--- config.mk ---
export PLATFORM = sky130hd
export DESIGN_NAME = ram_mp
export DESIGN_NICKNAME = d
export VERILOG_FILES = /design/src/rtl/ram_mp_pkg.sv /design/src/rtl/ram_mp_clear_seq.sv /design/src/rtl/ram_mp.sv
export SDC_FILE = /design/constraint.sdc
export NUM_CORES = 1
export LEC_CHECK = 0
export ABC_AREA = 1
export CAP_MARGIN = 10
export CORE_UTILIZATION = 55
export CTS_CLUSTER_DIAMETER = 150
export DETAILED_ROUTE_END_ITERATION = 8
export GPL_TIMING_DRIVEN = 0
export HOLD_SLACK_MARGIN = 0.12
export PLACE_DENSITY = 0.74
export SYNTH_ARGS = -nofsm -noshare
export SYNTH_HDL_FRONTEND = slang
export SYNTH_SLANG_ARGS = --single-unit
--- constraint.sdc ---
create_clock -name clock -period 2.9 [get_ports clock]
set_input_delay 0.29 -clock clock [delete_from_list [all_inputs] [get_ports clock]]
set_output_delay 0.29 -clock clock [all_outputs]
set_load 0.02 [all_outputs]
--- src/rtl/ram_mp_pkg.sv ---
// Shared types and default sizing for the multi-port RAM with a hardware
// clear sequencer.
package ram_mp_pkg;

   typedef enum logic {
      IDLE  = 1'b0,
      CLEAR = 1'b1
   } state_e;

   localparam int DEF_DATA_W = 8;
   localparam int DEF_ADDR_W = 4;
   localparam int DEF_N_RD   = 2;
   localparam int DEF_BYPASS = 1;

endpackage

--- src/rtl/ram_mp_clear_seq.sv ---
// Clear sequencer: walks every address once, driving a zero-write strobe.
// Reset lands in CLEAR so the array is always scrubbed before first use.
module ram_mp_clear_seq
   import ram_mp_pkg::*;
#(
   parameter int ADDR_W = DEF_ADDR_W
) (
   input  logic              clock,
   input  logic              reset,
   input  logic              clr_req,
   output logic              busy,
   output logic              clr_we,
   output logic [ADDR_W-1:0] clr_addr
);

   localparam logic [ADDR_W-1:0] LAST_ADDR = '1;

   state_e            state_q;
   logic [ADDR_W-1:0] cnt_q;
   logic              busy_q;

   // A request arriving while already clearing is ignored, so a sequence
   // can never be restarted or stretched except by reset.
   always_ff @(posedge clock or posedge reset) begin
      if (reset) begin
         state_q <= CLEAR;
         cnt_q   <= '0;
         busy_q  <= 1'b1;
      end else begin
         case (state_q)
            IDLE: begin
               if (clr_req) begin
                  state_q <= CLEAR;
                  cnt_q   <= '0;
                  busy_q  <= 1'b1;
               end
            end
            CLEAR: begin
               cnt_q <= cnt_q + ADDR_W'(1);
               if (cnt_q == LAST_ADDR) begin
                  state_q <= IDLE;
                  busy_q  <= 1'b0;
               end
            end
            default: begin
               state_q <= IDLE;
               busy_q  <= 1'b0;
            end
         endcase
      end
   end

   assign busy     = busy_q;
   assign clr_we   = busy_q;
   assign clr_addr = cnt_q;

endmodule

--- src/rtl/ram_mp.sv ---
// Single-write, N-read synchronous RAM with registered read ports, optional
// write-to-read forwarding and a whole-array clear.
module ram_mp
   import ram_mp_pkg::*;
#(
   parameter int DATA_W = DEF_DATA_W,
   parameter int ADDR_W = DEF_ADDR_W,
   parameter int N_RD   = DEF_N_RD,
   parameter int BYPASS = DEF_BYPASS
) (
   input  logic                     clock,
   input  logic                     reset,
   input  logic                     wr_en,
   input  logic [ADDR_W-1:0]        wr_addr,
   input  logic [DATA_W-1:0]        wr_data,
   input  logic [N_RD-1:0]          rd_en,
   input  logic [N_RD*ADDR_W-1:0]   rd_addr,
   output logic [N_RD*DATA_W-1:0]   rd_data,
   output logic [N_RD-1:0]          rd_valid,
   input  logic                     clr_req,
   output logic                     busy
);

   localparam int DEPTH = 2 ** ADDR_W;

   logic [DATA_W-1:0]      mem [DEPTH];
   logic                   clrWe;
   logic [ADDR_W-1:0]      clrAddr;
   logic                   wrAccept;
   logic [N_RD*DATA_W-1:0] rdData_d;
   logic [N_RD*DATA_W-1:0] rdData_q;
   logic [N_RD-1:0]        rdValid_d;
   logic [N_RD-1:0]        rdValid_q;

   ram_mp_clear_seq #(
      .ADDR_W (ADDR_W)
   ) u_clear_seq (
      .clock    (clock),
      .reset    (reset),
      .clr_req  (clr_req),
      .busy     (busy),
      .clr_we   (clrWe),
      .clr_addr (clrAddr)
   );

   // A clear request in the same cycle as a write takes precedence.
   assign wrAccept = wr_en & ~busy & ~clr_req;

   always_ff @(posedge clock) begin
      if (clrWe) begin
         mem[clrAddr] <= '0;
      end else if (wrAccept) begin
         mem[wr_addr] <= wr_data;
      end
   end

   // Idle ports keep their previous data; only the valid strobe drops.
   always_comb begin
      rdData_d  = rdData_q;
      rdValid_d = '0;
      for (int i = 0; i < N_RD; i++) begin
         if (rd_en[i] && !busy) begin
            rdValid_d[i] = 1'b1;
            if (BYPASS != 0 && wrAccept && rd_addr[i*ADDR_W +: ADDR_W] == wr_addr) begin
               rdData_d[i*DATA_W +: DATA_W] = wr_data;
            end else begin
               rdData_d[i*DATA_W +: DATA_W] = mem[rd_addr[i*ADDR_W +: ADDR_W]];
            end
         end
      end
   end

   always_ff @(posedge clock or posedge reset) begin
      if (reset) begin
         rdData_q  <= '0;
         rdValid_q <= '0;
      end else begin
         rdData_q  <= rdData_d;
         rdValid_q <= rdValid_d;
      end
   end

   assign rd_data  = rdData_q;
   assign rd_valid = rdValid_q;

endmodule

* After elaboration in Yosys (flattened, before gate mapping)
Memories as Yosys holds them, arrays and structs flattened. A register that Yosys moved wholly into a read port is not among the register bits. Cells that the tools add are included.
Word-level totals: input port bits 26, register bits 8, memories kept 1, RAM bits 128, word-level logic and storage cells 37
Memory list:
- mem | depth 16, width 8, rd ports 2, clocked after memory_dff 2, wr ports 1, RTL line ram_mp.sv:26 | logic [DATA_W-1:0] mem [DEPTH];
Cells by class: eq/ne operators 3, muxes and demuxes 18, reductions and logical operators 5, add/subtract/negate cells 1, bitwise logic cells 5
Operators with widths (count):
- two-way mux 1 bit | 12
- two-way mux 4 bit | 2
- two-way mux 8 bit | 1
- one-hot mux 4 bit (2 select lines) | 1
- OR reduction 8 bit | 1
- adder 4 x 1 -> 4 bit, second input constant | 1
- equality test 4 bit, second input constant | 1
- != test 2 bit, second input constant | 2
- one-hot mux 1 bit (2 select lines) | 2
- NOT 1 bit | 3
- AND 1 bit | 2
- logical AND 1 bit | 2
- AND reduction 2 bit | 1
- logical NOT 1 bit | 1

* Depth between registers and ports, before layout
word-level depth 8, depth in mapped cells 13, depth with buffers taken out 12

* Cells and area by module
Synthesis repeated with hierarchy kept, for this count alone.
Second synthesis, totals: cell total of the unflattened synthesis 1028, area, all modules 8267.9 µm²
By module, submodules not included:
- ram_mp | area each 7986.4 µm², instances 1, cells an instance 993, seq. area each 4294.1 µm²
- ram_mp_clear_seq | area each 281.5 µm², instances 1, cells an instance 35, seq. area each 152.6 µm²

* Least setup slack after synthesis
Ideal clock, no wire load.
path type flip-flop to flip-flop, start reg u_clear_seq.busy_q, in the netlist u_clear_seq.busy, end mem mem[5][0] (netlist bit) (enable), slack 678 ps, data arrival time 1839 ps, period minus slack after synthesis 2222 ps, library setup time 383 ps, cell stages (with the launch flop) 9, buffers on the path 0, cell sequence dfstp_2 inv_2 nand3_2 nand2_2 nand2_2 inv_1 nor2_1 nand2_1 nor3_1
On the way: longest elaborated chain between the ends 8, elaborated cells on any way between the ends 11, those cells by class mux (7); bitwise (3); reduce/logical (1)
Ends and longest elaborated chain:
- start, declared | RTL line ram_mp_clear_seq.sv:20 | logic busy_q;
- start signal, assigned | RTL line ram_mp_clear_seq.sv:28 | busy_q <= 1'b1;
- start signal, assigned | RTL line ram_mp_clear_seq.sv:35 | busy_q <= 1'b1;
- start signal, assigned | RTL line ram_mp_clear_seq.sv:42 | busy_q <= 1'b0;
- NOT 1 bit | RTL line ram_mp.sv:47 | assign wrAccept = wr_en & ~busy & ~clr_req;
- AND 1 bit (2 in series) | RTL line ram_mp.sv:47
- two-way mux 1 bit | RTL line ram_mp.sv:52 | end else if (wrAccept) begin
- two-way mux 1 bit | RTL line ram_mp.sv:50 | if (clrWe) begin
- two-way mux 1 bit (not written as such) | RTL line ram_mp.sv:53 | mem[wr_addr] <= wr_data;
- OR reduction 8 bit (no line)
- two-way mux 4 bit (no line) or two-way mux 1 bit (tied branches)
- end, declared | RTL line ram_mp.sv:26
Parallel ways exist; a longest one is shown, timed or not.

* Worst setup path in the final report
start reg u_clear_seq.busy_q, in the netlist u_clear_seq.busy, end mem mem[2][3] (netlist bit) (enable)
Same word-level chain as after synthesis.

==> results.md <==
* Post-synthesis average cell area at 9.12 um2
* Fin crit share at ~91%
* Antenna violations before repair at 0
* # clock sinks at 152
* Final-stage net count at between 900 and 1000
* R2R Setup Slk at 0.26 ns
* Root Buffer: clkbuf_16
* Crit end category: register
* Clock latency on the worst-skew pair at between 0.4 and 0.5 ns
* Dominant synthesized flop cell: edfxtp_1
* Hold buffers post-CTS at 0
* Crit-path max FO at 8
* N_diodes at 0
* RSZ-0062 raised after global routing: no
* Comb power frac at 30.2%
* Vias/cell at 6.45
* Leakage power at about 3.8 nW
* Seq pwr share at 40.8%
* Setup violations, final at 0
* Startpoint types: register
* Starting Density at 57.2%
* Reg2reg start: u_clear_seq.busy
* Number of port buffers at 36
* Post-Syn Nets at roughly 900
* Final Skew at 0.0124 ns
* Synth unique cells at 30
* Post-layout min period at 2.64 ns
* Total setup buffers inserted after CTS at 0
* CTS tree: done
* Largest net degree at the start of global routing at 25
* Commonest non-fill, non-tap cell in the layout: nand2_1
* # DRC at 0
* Dpl hpwl at 17600 um
* Depth of the worst register-to-register path at 6
* Clock buffer depth at 2
* Die height at 123 um
* Design area at roughly 9000 um2
* Share of layout cells above drive strength 1 at a little under a tenth
* Final Hold Fails at 0
* Peak VDD IR at 484 uV
* DR vias at roughly 7300
* Status: completed
* Clk slew on worst S/H paths at roughly 0.07 ns
* Total gr overflow at 0
* Tot Pwr at around 7.5 mW
* 1st-iter DRT viols at between 1000 and 1500
* PwrDens at 812 nW/um2
* Yosys reg bits at 152
* Power Internal at 4.77 mW
* Inserted Clock Buffers at 17
* RePlAce Congestion at slightly above 1
* Worst slew margin at between 20% and 30%
* P_sw at 2.70 mW
* Yosys Warn Count at 0
* P&R area growth vs syn at 14.6%
* PostCTS Resize Cnt at 0
* CTS H-Tree Depth at 4
* Fillers at roughly 1100
* EDFF count, synth at 128
* Req. time, crit path at 2.96 ns
* Antenna-violating nets left at 0
* CP arrival at 2.69 ns
* R2r endpoint: mem[2][3]
* Final WL at around 26000 um
* I/O pins at 45
* Cells after Synth at 880
* Worst Max-Slew Pin Slew at 1.08 ns
* Part of the power in the clock network at ~29%
* Switching Share at a little over a third
* DIE AREA at 15100 um2
* Post-synth ARST share at 15.8%
* Most frequent cells in the layout: nand2_1 (217), edfxtp_1 (128), nand3_1 (103)
* Seq/Total Area, Yosys at between 50% and 60%
* Tot GR Track Use at 35.7%
* Placement Cell Area at 8620 um2
* Drt pass-1 iters at 6
* Number of max-cap violations at 0
* Fmax at around 0.38 GHz
* Core Box Area at roughly 14000 um2
* Vias in the first global route at 6560
* Rows at 43
* Mapped cell area at 8030 um2
* Kind of critical path: reg2reg
* Die width at 123 um
* Worst min-delay path class: in2async
* Slew Viols, Final at 0
* Routed len/inst at 22.7 um
* Global-route wire length before repair at 37600 um
## flip-flops by register name (all words and copies together) (netlist names)
register / flops
rd_valid: 2
u_clear_seq.state_q: 1
mem: 128
u_clear_seq.busy: 1
u_clear_seq.clr_addr: 4
rd_data: 16
## worst max path at each step
stage,end,slack [ns],from,cells past startpoint
2_1_floorplan,mem[5][0],0.68,u_clear_seq.busy,8
3_3_place_gp,mem[5][0],-0.21,wr_en,7
3_5_place_dp,mem[0][0],-0.13,wr_en,8
4_1_cts,mem[0][0],0.13,u_clear_seq.busy,6
5_1_grt,mem[2][1],0.11,u_clear_seq.busy,6
6_report,mem[2][3],0.26,u_clear_seq.busy,6
## metal layers
| metal | part of all wire [%] | track usage [%] | vias to the layer above | wire [um] |
|---|---|---|---|---|
| li1 | - | - | 3176 | - |
| met1 | 37 | 47.0 | 3301 | 9580 |
| met2 | 41 | 49.4 | 669 | 10500 |
| met3 | 15 | 11.8 | 141 | 3840 |
| met4 | 6.3 | 24.9 | 2 | 1630 |
| met5 | 0.10 | 0 | - | 26 |
## cells in the mapped netlist, drive strengths merged, types with 4 or more instances
library cell | n | share of area [%]
a21oi | 47 | 2.9
buf | 28 | 1.8
clkbuf | 23 | 1.1
clkinv | 4 | 0.19
dfrtp | 22 | 6.9
edfxtp | 128 | 48
inv | 101 | 4.7
nand2 | 231 | 12
nand3 | 109 | 7.4
nand4 | 21 | 1.6
nor2 | 27 | 2.2
nor3 | 4 | 0.25
o211ai | 76 | 7.1
o21ai | 52 | 3.2
## final cells by class
| cell class | instances | area (um2) | share of cell area [%] |
|---|---|---|---|
| inverter | 105 | 394 | 4.28 |
| tap | 180 | 225 | 2.45 |
| buffer | 51 | 228 | 2.48 |
| timing repair buffer | 38 | 375 | 4.08 |
| sequential | 152 | 4450 | 48.3 |
| clock buffer | 18 | 429 | 4.67 |
| clock inverter | 14 | 140 | 1.52 |
| multi-input combinational | 572 | 2960 | 32.2 |
## kinds of logic after synthesis
group | Yosys count | share of synthesized area, %
AO/OA/AOI/OAI | 176 | 13.4
adder cells (fa/ha/maj) | 1 | 0.156
flip-flops | 152 | 55.4
AND/OR/NAND/NOR | 395 | 23.3
buffers and inverters | 156 | 7.74
## metrics by stage
step | setup TNS [ns] | setup slack (ns) | utilization (%) | std cells | hold WS, ns
floorplan | 0 | 0.678 | - | 880 | 0.303
global placement | -2.44 | -0.215 | 61.3 | 1096 | 0.463
detailed placement | -1.14 | -0.129 | 61.4 | 1097 | 0.466
CTS | 0 | 0.129 | 65.5 | 1129 | 0.346
global route | 0 | 0.110 | 65.5 | 1130 | 0.406
finish | 0 | 0.264 | 65.5 | 1130 | 0.329
## worst max-delay path, cell delays in order (launching register included)
cell,delay [ns]
dfstp_2,0.58
inv_2,0.10
nand3_2,0.13
nand2_1,0.18
nand2_1,0.15
nand2_1,0.20
nor3_1,0.92
## power by group through the flow
| stage | logic [mW] | registers [mW] | clock network [mW] |
|---|---|---|---|
| after floorplan | 1.29 | 3.19 | 0 |
| after global placement | 2.14 | 3.07 | 0 |
| after global routing | 2.42 | 3.09 | 2.25 |
| after detailed placement | 2.18 | 3.09 | 0 |
| after CTS | 2.19 | 3.04 | 2.16 |
| final | 2.26 | 3.05 | 2.16 |
Note: power is estimated with default switching activity, not from simulation.
